==> src/rtl/write_back_buffer.sv <==
// write_back_buffer
//   Write-back buffer between a cache controller's memory port and main memory.
//   Dirty-line write-backs are absorbed into a small FIFO (coalescing writes to a
//   line that is already buffered) and drained to memory whenever the upstream
//   side is idle. Line reads are answered from the buffer on a line-address hit,
//   otherwise forwarded to memory.
//
//   Ports
//     clk, rst                 clock (rising edge), asynchronous active-high reset
//     up_req_valid/rw/addr/data  upstream request (rw=1 write-back, 0 line read)
//     up_res_ready/data        one-cycle completion pulse and read data
//     dn_req_valid/rw/addr/data  memory request, held until dn_res_ready
//     dn_res_ready/data        memory completion (level) and read data
//     occupancy                number of buffered lines
//
//   Configuration macro WBB_STATS_EN adds saturating counters rd_hit_cnt and
//   coalesce_cnt as extra outputs; without it those ports do not exist.
module write_back_buffer #(
    parameter int DEPTH  = 4,
    parameter int ADDR_W = 32,
    parameter int DATA_W = 64
) (
    input  logic                   clk,
    input  logic                   rst,
    input  logic                   up_req_valid,
    input  logic                   up_req_rw,
    input  logic [ADDR_W-1:0]      up_req_addr,
    input  logic [DATA_W-1:0]      up_req_data,
    output logic                   up_res_ready,
    output logic [DATA_W-1:0]      up_res_data,
    output logic                   dn_req_valid,
    output logic                   dn_req_rw,
    output logic [ADDR_W-1:0]      dn_req_addr,
    output logic [DATA_W-1:0]      dn_req_data,
    input  logic                   dn_res_ready,
    input  logic [DATA_W-1:0]      dn_res_data,
    output logic [$clog2(DEPTH):0] occupancy
`ifdef WBB_STATS_EN
    ,
    output logic [15:0]            rd_hit_cnt,
    output logic [15:0]            coalesce_cnt
`endif
);

    // state    | meaning
    // IDLE     | accepting upstream requests, else draining the head entry
    // UP_RSP   | one-cycle up_res_ready pulse
    // RD_MEM   | read miss outstanding on the memory port
    // DRAIN    | head entry being written to memory
    // DN_WAIT  | waiting for dn_res_ready to fall before any new memory request
    typedef enum logic [2:0] {S_IDLE, S_UP_RSP, S_RD_MEM, S_DRAIN, S_DN_WAIT} state_t;

    localparam int PTR_W  = $clog2(DEPTH);
    localparam int OCC_W  = PTR_W + 1;
    localparam int LINE_W = ADDR_W - 3;
    localparam logic [OCC_W-1:0] FULL_OCC = OCC_W'(DEPTH);

    state_t              state_q, state_d;
    logic                armed_q, armed_d;
    logic                rd_miss_q, rd_miss_d;
    logic [PTR_W-1:0]    head_q, head_d, tail_q, tail_d;
    logic [OCC_W-1:0]    occ_q, occ_d;
    logic                vld_q  [DEPTH];
    logic                vld_d  [DEPTH];
    logic [LINE_W-1:0]   line_q [DEPTH];
    logic [LINE_W-1:0]   line_d [DEPTH];
    logic [DATA_W-1:0]   data_q [DEPTH];
    logic [DATA_W-1:0]   data_d [DEPTH];
    logic [DATA_W-1:0]   res_data_q, res_data_d;
    logic                dn_rw_q, dn_rw_d;
    logic [LINE_W-1:0]   dn_line_q, dn_line_d;
    logic [DATA_W-1:0]   dn_data_q, dn_data_d;

    logic                hit;
    logic [PTR_W-1:0]    hit_idx;
    logic                full;
    logic [LINE_W-1:0]   req_line;
    logic                addr_lsb_unused;

    assign req_line        = up_req_addr[ADDR_W-1:3];
    assign addr_lsb_unused = ^up_req_addr[2:0];
    assign full            = (occ_q == FULL_OCC);

    // Coalescing guarantees at most one valid entry per line.
    always_comb begin
        hit     = 1'b0;
        hit_idx = '0;
        for (int i = 0; i < DEPTH; i++) begin
            if (vld_q[i] && line_q[i] == req_line) begin
                hit     = 1'b1;
                hit_idx = PTR_W'(i);
            end
        end
    end

    always_comb begin
        state_d    = state_q;
        armed_d    = armed_q;
        rd_miss_d  = rd_miss_q;
        head_d     = head_q;
        tail_d     = tail_q;
        occ_d      = occ_q;
        vld_d      = vld_q;
        line_d     = line_q;
        data_d     = data_q;
        res_data_d = res_data_q;
        dn_rw_d    = dn_rw_q;
        dn_line_d  = dn_line_q;
        dn_data_d  = dn_data_q;

        // Acceptance is edge-based: a held request is taken only once.
        if (!up_req_valid) armed_d = 1'b1;

        case (state_q)
            S_IDLE: begin
                if (up_req_valid && armed_q) begin
                    if (up_req_rw) begin
                        if (hit) begin
                            data_d[hit_idx] = up_req_data;
                            armed_d         = 1'b0;
                            state_d         = S_UP_RSP;
                        end else if (!full) begin
                            vld_d[tail_q]  = 1'b1;
                            line_d[tail_q] = req_line;
                            data_d[tail_q] = up_req_data;
                            tail_d         = tail_q + 1'b1;
                            occ_d          = occ_q + 1'b1;
                            armed_d        = 1'b0;
                            state_d        = S_UP_RSP;
                        end else if (!dn_res_ready) begin
                            // Full with no match: request stays pending, make room.
                            dn_rw_d   = 1'b1;
                            dn_line_d = line_q[head_q];
                            dn_data_d = data_q[head_q];
                            state_d   = S_DRAIN;
                        end
                    end else if (hit) begin
                        res_data_d = data_q[hit_idx];
                        armed_d    = 1'b0;
                        state_d    = S_UP_RSP;
                    end else if (!dn_res_ready) begin
                        dn_rw_d   = 1'b0;
                        dn_line_d = req_line;
                        dn_data_d = '0;
                        armed_d   = 1'b0;
                        state_d   = S_RD_MEM;
                    end
                end else if (occ_q != '0 && !dn_res_ready) begin
                    dn_rw_d   = 1'b1;
                    dn_line_d = line_q[head_q];
                    dn_data_d = data_q[head_q];
                    state_d   = S_DRAIN;
                end
            end
            S_RD_MEM: begin
                if (dn_res_ready) begin
                    res_data_d = dn_res_data;
                    rd_miss_d  = 1'b1;
                    state_d    = S_UP_RSP;
                end
            end
            S_UP_RSP: begin
                rd_miss_d = 1'b0;
                state_d   = rd_miss_q ? S_DN_WAIT : S_IDLE;
            end
            S_DRAIN: begin
                if (dn_res_ready) begin
                    vld_d[head_q] = 1'b0;
                    head_d        = head_q + 1'b1;
                    occ_d         = occ_q - 1'b1;
                    state_d       = S_DN_WAIT;
                end
            end
            S_DN_WAIT: begin
                if (!dn_res_ready) state_d = S_IDLE;
            end
            default: state_d = S_IDLE;
        endcase
    end

    always_ff @(posedge clk or posedge rst) begin
        if (rst) begin
            state_q    <= S_IDLE;
            armed_q    <= 1'b1;
            rd_miss_q  <= 1'b0;
            head_q     <= '0;
            tail_q     <= '0;
            occ_q      <= '0;
            res_data_q <= '0;
            dn_rw_q    <= 1'b0;
            dn_line_q  <= '0;
            dn_data_q  <= '0;
            for (int i = 0; i < DEPTH; i++) begin
                vld_q[i]  <= 1'b0;
                line_q[i] <= '0;
                data_q[i] <= '0;
            end
        end else begin
            state_q    <= state_d;
            armed_q    <= armed_d;
            rd_miss_q  <= rd_miss_d;
            head_q     <= head_d;
            tail_q     <= tail_d;
            occ_q      <= occ_d;
            res_data_q <= res_data_d;
            dn_rw_q    <= dn_rw_d;
            dn_line_q  <= dn_line_d;
            dn_data_q  <= dn_data_d;
            vld_q      <= vld_d;
            line_q     <= line_d;
            data_q     <= data_d;
        end
    end

    assign up_res_ready = (state_q == S_UP_RSP);
    assign up_res_data  = res_data_q;
    assign dn_req_valid = (state_q == S_RD_MEM) || (state_q == S_DRAIN);
    assign dn_req_rw    = dn_rw_q;
    assign dn_req_addr  = {dn_line_q, 3'b000};
    assign dn_req_data  = dn_data_q;
    assign occupancy    = occ_q;

`ifdef WBB_STATS_EN
    logic [15:0] rd_hit_cnt_q, rd_hit_cnt_d;
    logic [15:0] coalesce_cnt_q, coalesce_cnt_d;
    logic        hit_taken;

    always_comb begin
        rd_hit_cnt_d   = rd_hit_cnt_q;
        coalesce_cnt_d = coalesce_cnt_q;
        hit_taken      = (state_q == S_IDLE) && up_req_valid && armed_q && hit;
        if (hit_taken && !up_req_rw && rd_hit_cnt_q != 16'hFFFF)
            rd_hit_cnt_d = rd_hit_cnt_q + 16'd1;
        if (hit_taken && up_req_rw && coalesce_cnt_q != 16'hFFFF)
            coalesce_cnt_d = coalesce_cnt_q + 16'd1;
    end

    always_ff @(posedge clk or posedge rst) begin
        if (rst) begin
            rd_hit_cnt_q   <= '0;
            coalesce_cnt_q <= '0;
        end else begin
            rd_hit_cnt_q   <= rd_hit_cnt_d;
            coalesce_cnt_q <= coalesce_cnt_d;
        end
    end

    assign rd_hit_cnt   = rd_hit_cnt_q;
    assign coalesce_cnt = coalesce_cnt_q;
`endif

endmodule
==> config.mk <==
export PLATFORM = sky130hd
export DESIGN_NAME = write_back_buffer
export DESIGN_NICKNAME = d
export VERILOG_FILES = /design/src/rtl/write_back_buffer.sv
export SDC_FILE = /design/constraint.sdc
export NUM_CORES = 1
export LEC_CHECK = 0
export CORE_ASPECT_RATIO = 0.75
export CORE_MARGIN = 5
export CORE_UTILIZATION = 60
export CTS_BUF_LIST = sky130_fd_sc_hd__clkbuf_4 sky130_fd_sc_hd__clkbuf_8
export CTS_CLUSTER_SIZE = 30
export DETAILED_ROUTE_END_ITERATION = 16
export PLACE_DENSITY = 0.88
export SYNTH_ARGS = -nofsm -noshare
export SYNTH_HDL_FRONTEND = slang
export SYNTH_SLANG_ARGS = --single-unit
==> constraint.sdc <==
create_clock -name clk -period 42.9 [get_ports clk]
set_input_delay 6.435 -clock clk [delete_from_list [all_inputs] [get_ports clk]]
set_output_delay 6.435 -clock clk [all_outputs]
set_load 0.02 [all_outputs]
==> results.yml, run 1 <==
die:
  core_area_sq_mm: 0.04493
  fp.dieArea_sq_mm: 0.05007
  initial_core_util_pct: 60.96
  die_w_microns: 256.7
  row_count: 67
  die-height_microns: 195.0
  ios: 331
layout:
  drive_above_1_share_pct: 28.68
  final_area_sq_mm: 0.03249
  mostFrequentLayoutCells: "dfrtp_1, mux2_2, clkdlybuf4s50_1"
  final_nets: 2513
  syn2layout_area_growth_pct: 18.60
  final_common_cell: "dfrtp_1"
routing:
  wl_per_cell_microns: 27.00
  drc_errors: 0
  drt_iter0_markers: 2103
  dr_total_vias: 19933
  first_pass_iters: 6
  ant_nets: 0
  viasPerCell: 6.653
  drt_wl_total_microns: 80890
power:
  p_sw_mw: 0.9358
  power_density_mw_per_mm2: 76.47
  p_int_mw: 1.548
  ir_drop_uv: 51.56
  pwr-share-clk_pct: 19.0
  p_sw_share_pct: 37.67
  power_frac_seq_pct: 38.5
  power.leakage_nw: 13.81
  p_comb_share_pct: 42.5
grt:
  grt_overflow: 0
  antenna_found_initial: 14
  grt_pass1_vias: 20761
  grt_usage_pct: 31.86
  grt_pass1_wl_microns: 125300
  grt_max_degree: 197
sta:
  hold_viol: 0
  tightest_slew_ns: 1.207
  post-route-min-period_ns: 11.03
  rsz0062_at_grt: "false"
  finalSetupTns_ns: 0
  setup_violations: 0
  slew_viol_final: 0
  fin_crit_sh_pct: 25.72
  fin_ws_ns: 31.87
  slew_headroom_pct: 19.53
  fmax_mhz: 90.63
  finClkSkew_ns: 0.02795
worst_setup_path:
  path_common_cell: "buf_4"
  crit_required_ns: 43.51
  crit_slowest_cell: "buf_4"
  crit_type: "in2reg"
  start_kind: "input port"
  end_kind: "flop"
  slowest_delay_ns: 0.85
  critical_path_peak_fanout: 92
  arrival_ns: 11.65
  cp_cell_sequence: "clkdlybuf4s50_1 -> xnor2_1 -> nand4_1 -> or4b_1 -> nor2_4 -> buf_4 -> nor4_4 -> o31ai_4 -> buf_4 -> buf_4 -> nor2_1 -> a21oi_1"
placement:
  pre_cts_ws_ns: 31.45
  io_buffers: 324
  gp_congestion: 0.9101
  placed_area_sq_mm: 0.03064
  dp_hpwl_microns: 49980
clock_network:
  tritoncts: "built"
  cts_hold_buf: 0
  clk_latency_ns: 0.70
  cts-htree-levels: 3
  cts_resized: 0
  root_buffer: "clkbuf_8"
  path_clk_slew_ns: 0.06
  clock_sinks: 546
  cts_made_buffers: 85
  cts_setup_buffers: 0
  clk_path_buf_depth: 3
logic_synthesis:
  syn_area_sq_mm: 0.02739
  yosys_warnings: 0
  ys_types: 60
  ys_ff_latch: 546
  synthFlopType: "dfrtp_1"
  synthArstFlopShare_pct: 100.0
  synth-seq-area-share_pct: 49.89
  avgSynthCellArea_sq_um: 13.16
  synth_edf_count: 0
  syn_inst: 2082
run:
  cap_violations: 0
outcome:
  status: "finished, final reports clean"
hold_path:
  hold_path.class: "reg2reg"
sequential cells by signal, indices dropped and copies added, names as in the netlist:
signal       flops
armed_q          1
data_q         256
dn_line_q       29
dn_req_data     64
dn_req_rw        1
head_q           2
line_q         116
occupancy        3
rd_miss_q        1
state_q          3
tail_q           2
up_res_data     64
vld_q            4
synth_stat cells, drive strengths merged, types with 2 or more instances:
library cell  instances  area, sq um
a221oi               64        842.1
nand2b                4        25.02
or3b                  3        26.28
nand4                27        168.9
o31ai                 3        27.52
ha                    8        100.1
mux4                 93         2095
and2                  2        12.51
or3                   2        12.51
nor3                  3        20.02
mux2                430         4842
dfrtp               545        13640
clkbuf               42        157.7
xnor2                61        549.3
nor4                 32        251.5
mux2i                 2        20.02
or4b                  2        20.02
a31oi                 2        12.51
xor2                 59        516.8
or4                   6        63.81
and4                  2        17.52
nor2                 80        300.3
or2                   2        12.51
nand2                36        150.1
buf                 138        857.1
o2bb2ai              64        560.5
o21ai                74        377.9
a21oi               136        691.9
nand3                 5        30.03
a21o                  4        30.03
inv                  75        281.5
a32oi                65        569.3
per-layer routing:
layer  vias to the layer above  wire, microns  GRT usage, %
met5                         -             85             0
met3                       196           8234         8.806
met2                      1111          37250         48.24
met4                        12           2824         11.57
met1                     10294          32500         44.86
li1                       8320              -             -
path summary, 6_finish.rpt:
| path | from | end | slack, ns | depth (start not counted) |
|---|---|---|---|---|
| min in group asynchronous | rst | dn_line_q[19] | 6.31 | 2 |
| max reg2reg | line_q[49] | up_res_data[43] | 37.92 | 11 |
| min | dn_req_data[7] | dn_req_data[7] | 0.49 | 1 |
| max in group asynchronous | rst | up_res_data[43] | 34.12 | 4 |
| max | up_req_addr[23] | up_res_data[43] | 31.87 | 12 |
| min reg2reg | dn_req_data[7] | dn_req_data[7] | 0.49 | 1 |
power groups by stage:
stage / combinational, mW / sequential (mW) / clock, mW
6_report: 1.06 / 0.956 / 0.472
5_1_grt: 1.13 / 0.982 / 0.502
4_1_cts: 1.05 / 0.951 / 0.476
3_5_place_dp: 1.04 / 0.955 / 0
3_3_place_gp: 1.01 / 0.933 / 0
2_1_floorplan: 0.656 / 0.962 / 0
kinds of logic (layout without fill, tap and decap cells):
logic type | Yosys count | after routing | synth area share (%)
adders and majority gates | 9 | 9 | 0.4385
and+or+nand+nor | 210 | 210 | 4.170
other | 1 | 14 | 0.01369
buffers and inverters | 255 | 570 | 4.732
AOI/OAI and AO/OA | 416 | 416 | 11.47
DFF | 546 | 546 | 49.89
xor gates and xnor gates | 120 | 120 | 3.892
muxes | 525 | 525 | 25.40
final cells by class:
cell class                 count  area (sq um)
timing repair buffer         348          3436
clock inverter                14         147.6
inverter                      75         289.0
clock buffer                 133          1668
antenna                       11         27.53
sequential                   546         13670
tap                          586         733.2
fill                        2810         12450
multi-input combinational   1283         12510
worst max-delay path, delay by kind of cell:
family / cells / cell delay [ns]
buffers and inverters: 4 / 2.60
AOI/OAI and AO/OA: 2 / 0.43
and+or+nand+nor: 5 / 1.29
xor gates and xnor gates: 1 / 0.64
through the flow:
stage | cells | total power [mW] | hold slack (ns) | utilization, %
2_1_floorplan | 2084 | 1.617 | 0.4591 | -
4_1_cts | 2985 | 2.479 | 0.4918 | 72.24
3_5_place_dp | 2838 | 1.995 | 0.4729 | 68.20
3_3_place_gp | 2838 | 1.941 | 0.4697 | 68.20
6_report | 2996 | 2.484 | 0.4921 | 72.30
5_1_grt | 2991 | 2.609 | 0.5074 | 72.27
Power figures use the tool's default switching activity.
==> run 2: changes to the inputs <==
--- a/config.mk
+++ b/config.mk
@@ -7,11 +7,11 @@
 export LEC_CHECK = 0
 export CORE_ASPECT_RATIO = 0.75
 export CORE_MARGIN = 5
-export CORE_UTILIZATION = 60
+export CORE_UTILIZATION = 58
 export CTS_BUF_LIST = sky130_fd_sc_hd__clkbuf_4 sky130_fd_sc_hd__clkbuf_8
 export CTS_CLUSTER_SIZE = 30
 export DETAILED_ROUTE_END_ITERATION = 16
-export PLACE_DENSITY = 0.88
+export PLACE_DENSITY = 0.86
 export SYNTH_ARGS = -nofsm -noshare
 export SYNTH_HDL_FRONTEND = slang
 export SYNTH_SLANG_ARGS = --single-unit
==> constraint.sdc (replaced) <==
create_clock -name clk -period 10.52 [get_ports clk]
set_input_delay 1.578 -clock clk [delete_from_list [all_inputs] [get_ports clk]]
set_output_delay 1.578 -clock clk [all_outputs]
set_load 0.02 [all_outputs]
==> run 2 against run 1 <==
  * Hold slack got worse by 0.0038 ns
  * Critical endpoint is now data_q[37]
  * Largest power group unchanged
  * Total power grew to 4.0 times the previous value
  * Sequential power rose to 4.1 times the previous value
  * Design area rose by 0.19%
  * Count of clock-buffer cells in the layout is 2 higher
==> results.yml, run 2 (synthesized netlist as in run 1, its figures left out) <==
routing:
  first_pass_iters: 5
  drt_wl_total_microns: 80360
  drc_errors: 0
  wl_per_cell_microns: 26.33
  ant_nets: 0
  dr_total_vias: 19814
  drt_iter0_markers: 1879
  viasPerCell: 6.492
layout:
  largest-register: "data_q"
  mostFrequentLayoutCells: "dfrtp_1, mux2_2, clkdlybuf4s50_1"
  final_common_cell: "dfrtp_1"
  drive_above_1_share_pct: 28.77
  largest_reg_flops: 256
  final_nets: 2518
  syn2layout_area_growth_pct: 18.82
  biggestRegsByFlops: "data_q (256), line_q (116)"
power:
  total_power_mw: 10.06
  power_frac_seq_pct: 38.7
  p_comb_share_pct: 42.7
  power.leakage_nw: 13.81
  p_sw_share_pct: 37.63
  p_sw_mw: 3.786
  power_density_mw_per_mm2: 309.1
  p_int_mw: 6.275
  pwr-share-clk_pct: 18.7
  ir_drop_uv: 194.9
die:
  ios: 331
  initial_core_util_pct: 58.22
  die_w_microns: 260.9
  die-height_microns: 198.2
  core_area_sq_mm: 0.04705
  fp.dieArea_sq_mm: 0.05172
  row_count: 69
worst_setup_path:
  setup.worst_path.start: "up_req_addr[22]"
  path_common_cell: "buf_4"
  crit_type: "in2reg"
  start_kind: "input port"
  r2r-end: "data_q[37]"
  reg2reg_depth: 10
  crit_required_ns: 11.06
  slowest_delay_ns: 0.83
  r2r_setup_slack_ns: 5.72
  critical_path_peak_fanout: 67
  reg2reg_from: "line_q[77]"
  end_kind: "flop"
  cp_cell_sequence: "clkdlybuf4s50_1 -> xor2_1 -> nor4_1 -> nand4_1 -> or4_4 -> buf_4 -> nand2_1 -> or3_1 -> a21oi_4 -> buf_4 -> mux2_2"
  arrival_ns: 6.60
  crit_slowest_cell: "buf_4"
grt:
  grt_usage_pct: 30.89
  grt_pass1_vias: 20903
  grt_pass1_wl_microns: 123800
  grt_overflow: 0
  grt_max_degree: 178
  antenna_found_initial: 14
hold_path:
  hold_depth: 1
  min_from: "dn_line_q[12]"
  hold_end: "dn_line_q[12]"
  hold_path.class: "reg2reg"
clock_network:
  cts_hold_buf: 0
  path_clk_slew_ns: 0.06
  root_buffer: "clkbuf_8"
  clk_path_buf_depth: 3
  tritoncts: "built"
  clock_sinks: 546
  cts_resized: 0
  clk_latency_ns: 0.69
  cts-htree-levels: 3
  cts_made_buffers: 87
  cts_setup_buffers: 0
outcome:
  status: "finished, final reports clean"
sta:
  slew_viol_final: 0
  slew_headroom_pct: 20.93
  rsz0062_at_grt: "false"
  fin_ws_ns: 4.463
  finClkSkew_ns: 0.03422
  tightest_slew_ns: 1.186
  setup_violations: 0
  hold_viol: 0
  fin_crit_sh_pct: 57.58
  fmax_mhz: 165.1
  post-route-min-period_ns: 6.057
  finalSetupTns_ns: 0
placement:
  gp_congestion: 0.9452
  dp_hpwl_microns: 49910
  pre_cts_ws_ns: 4.037
  io_buffers: 324
run:
  cap_violations: 0
[run 2: cell count changes in the layout (fill, tap and decap cells not counted)]
cell        change
buf_12          +1
buf_4           +2
clkbuf_4        +3
inv_12          +1
clkinvlp_4      -1
inv_6           +1
inv_8           -2
clkinv_8        +1
clkbuf_8        -1
bufinv_16       -2
[run 2: worst max-delay path, delay by kind of cell]
family	cells	cell delay, ns
AO/OA/AOI/OAI	1	0.50
XOR/XNOR	1	0.52
buffers and inverters	3	2.32
multiplexers	1	0.42
AND/OR/NAND/NOR	5	1.11
[run 2: cell type report]
cell class              count  area [sq um]
diodes                     11         27.53
clock buffers             135          1677
clock inverters            12         102.6
fillers                  3137         14500
inverters                  75         285.3
multi-input cells        1283         12510
flip-flops and latches    546         13670
well taps                 639         799.5
repair buffers            351          3471
[run 2: worst max path at each step]
stage,to,slack [ns]
after CTS,data_q[37],4.75
after floorplan,data_q[0],1.51
after global placement,data_q[40],4.09
final,data_q[37],4.46
after detailed placement,data_q[37],4.04
after global routing,data_q[40],4.47
[run 2: through the flow]
stage          utilization [%]  cell area [sq um]  std cells  hold WS, ns
2_1_floorplan                -              27400       2084       0.4591
3_3_place_gp             65.33              30740       2894       0.4706
3_5_place_dp             65.33              30740       2894       0.4734
4_1_cts                  69.12              32520       3041       0.4924
5_1_grt                  69.16              32540       3050       0.5033
6_report                 69.17              32550       3052       0.4882
[run 2: power by group through the flow]
stage               clock network (mW)  logic [mW]  registers [mW]
finish                            1.88        4.29            3.89
global route                      2.00        4.59            4.00
CTS                               1.91        4.28            3.87
detailed placement                   0        4.24            3.89
global placement                     0        4.12            3.80
floorplan                            0        2.67            3.92
[run 2: metal layers]
metal,global-route usage (%),wire length [microns]
met1,43.34,33160
met2,46.60,36500
met3,7.726,7474
met4,12.95,3158
met5,0,64
==> patch (config.mk and constraints of run 2) <==
The option `WBB_STATS_EN` is turned on by a define.
--- a/src/rtl/write_back_buffer.sv
+++ b/src/rtl/write_back_buffer.sv
@@ -16,4 +16,6 @@
 //   Configuration macro WBB_STATS_EN adds saturating counters rd_hit_cnt and
 //   coalesce_cnt as extra outputs; without it those ports do not exist.
+`define WBB_STATS_EN
+
 module write_back_buffer #(
     parameter int DEPTH  = 4,
New outputs: coalesce_cnt and rd_hit_cnt. Function: not settled (the Yosys comparison gave no result); the edit may change what the design does.
==> patch against run 2 <==
- routed wire length increased by 17%
- sequential cell count increased by 32
- synthesized area rose by 8.4%
- critical path depth shrank 1
- design area increased by 7.9%
- first-iteration DRC count up 38%
- setup slack worse by 0.35 ns
- total power rose by 4.7%
- largest power group unchanged
- highest routed layer unchanged
- clock skew increased by 0.0053 ns
==> patch: results <==
set metrics [dict create \
    dpl_worst_slack_ns 3.47 \
    drt_wl_total_microns 93800 \
    synth.distinct_cells 66 \
    avgSynthCellArea_sq_um 11.7 \
    crit_arrival_ns 6.98 \
    stdcell_count 3508 \
    ys_seq_area_frac 0.487 \
    grt_use_met3 0.0985 \
    drive_gt1_frac 0.232 \
    dr.pass1.iters 5 \
    placed_area_sq_mm 0.0333 \
    synth_common_cells "dfrtp_1, mux2_2, nand2_1" \
    status "complete, no violations" \
    fin_skew_ns 0.0395 \
    synthTopCellsByArea "dfrtp_1, mux2_2, mux4_2" \
    crit_slowest_cell "a211oi_4" \
    leakage_nw 14.6 \
    wl_met2_microns 42300 \
    synth_xor_area_frac 0.0440 \
    synthAdderAreaFrac 0.00489 \
    cpPeakStageDelay_ns 1.08 \
    met1_length_microns 36800 \
    drt_iter0_markers 2592 \
    clkTransAtPathRegs_ns 0.07 \
    dp_cells 3346 \
    synthMuxAreaShare 0.230 \
    grt_usage 0.332 \
    grt_pass1_vias 24736 \
    synth_compound_area_frac 0.0779 \
    gp_congestion 0.931 \
    grt_pass1_wl_microns 145000 \
    globalRouteMet2Util 0.504 \
    place_hpwl_microns 56600 \
    grt_max_degree 164 \
    via_count 23588 \
    grt_use_met1 0.448 \
    antenna_found_initial 13 \
    tightestPinTransition_ns 1.26 \
    nNetsFinal 2957 \
    worstPathMaxFanout 66 \
]
[patch: final timing paths]
kind                                  start               end  slack, ns  cells past startpoint
setup / recovery            up_req_addr[22]       data_q[107]       4.11                     10
min in group asynchronous               rst     dn_line_q[22]       1.42                      2
max in group asynchronous               rst   dn_req_data[37]       6.70                      4
setup reg to reg                 line_q[77]       data_q[107]       5.36                      9
hold / removal             coalesce_cnt[15]  coalesce_cnt[15]       0.50                      1
hold reg to reg            coalesce_cnt[15]  coalesce_cnt[15]       0.50                      1
[patch: area by class of cell]
class,instances,area [sq um]
Tap cell,657,822
Inverter,15,60.1
Timing Repair Buffer,386,3800
Fill cell,3401,15300
Sequential cell,578,14500
Antenna cell,9,22.5
Clock buffer,134,1660
Clock inverter,19,169
Multi-Input combinational cell,1710,14100
[patch: power by group]
group	internal, mW	switching [mW]
sequential	3.21	0.861
combinational	2.21	2.29
clock	1.06	0.909
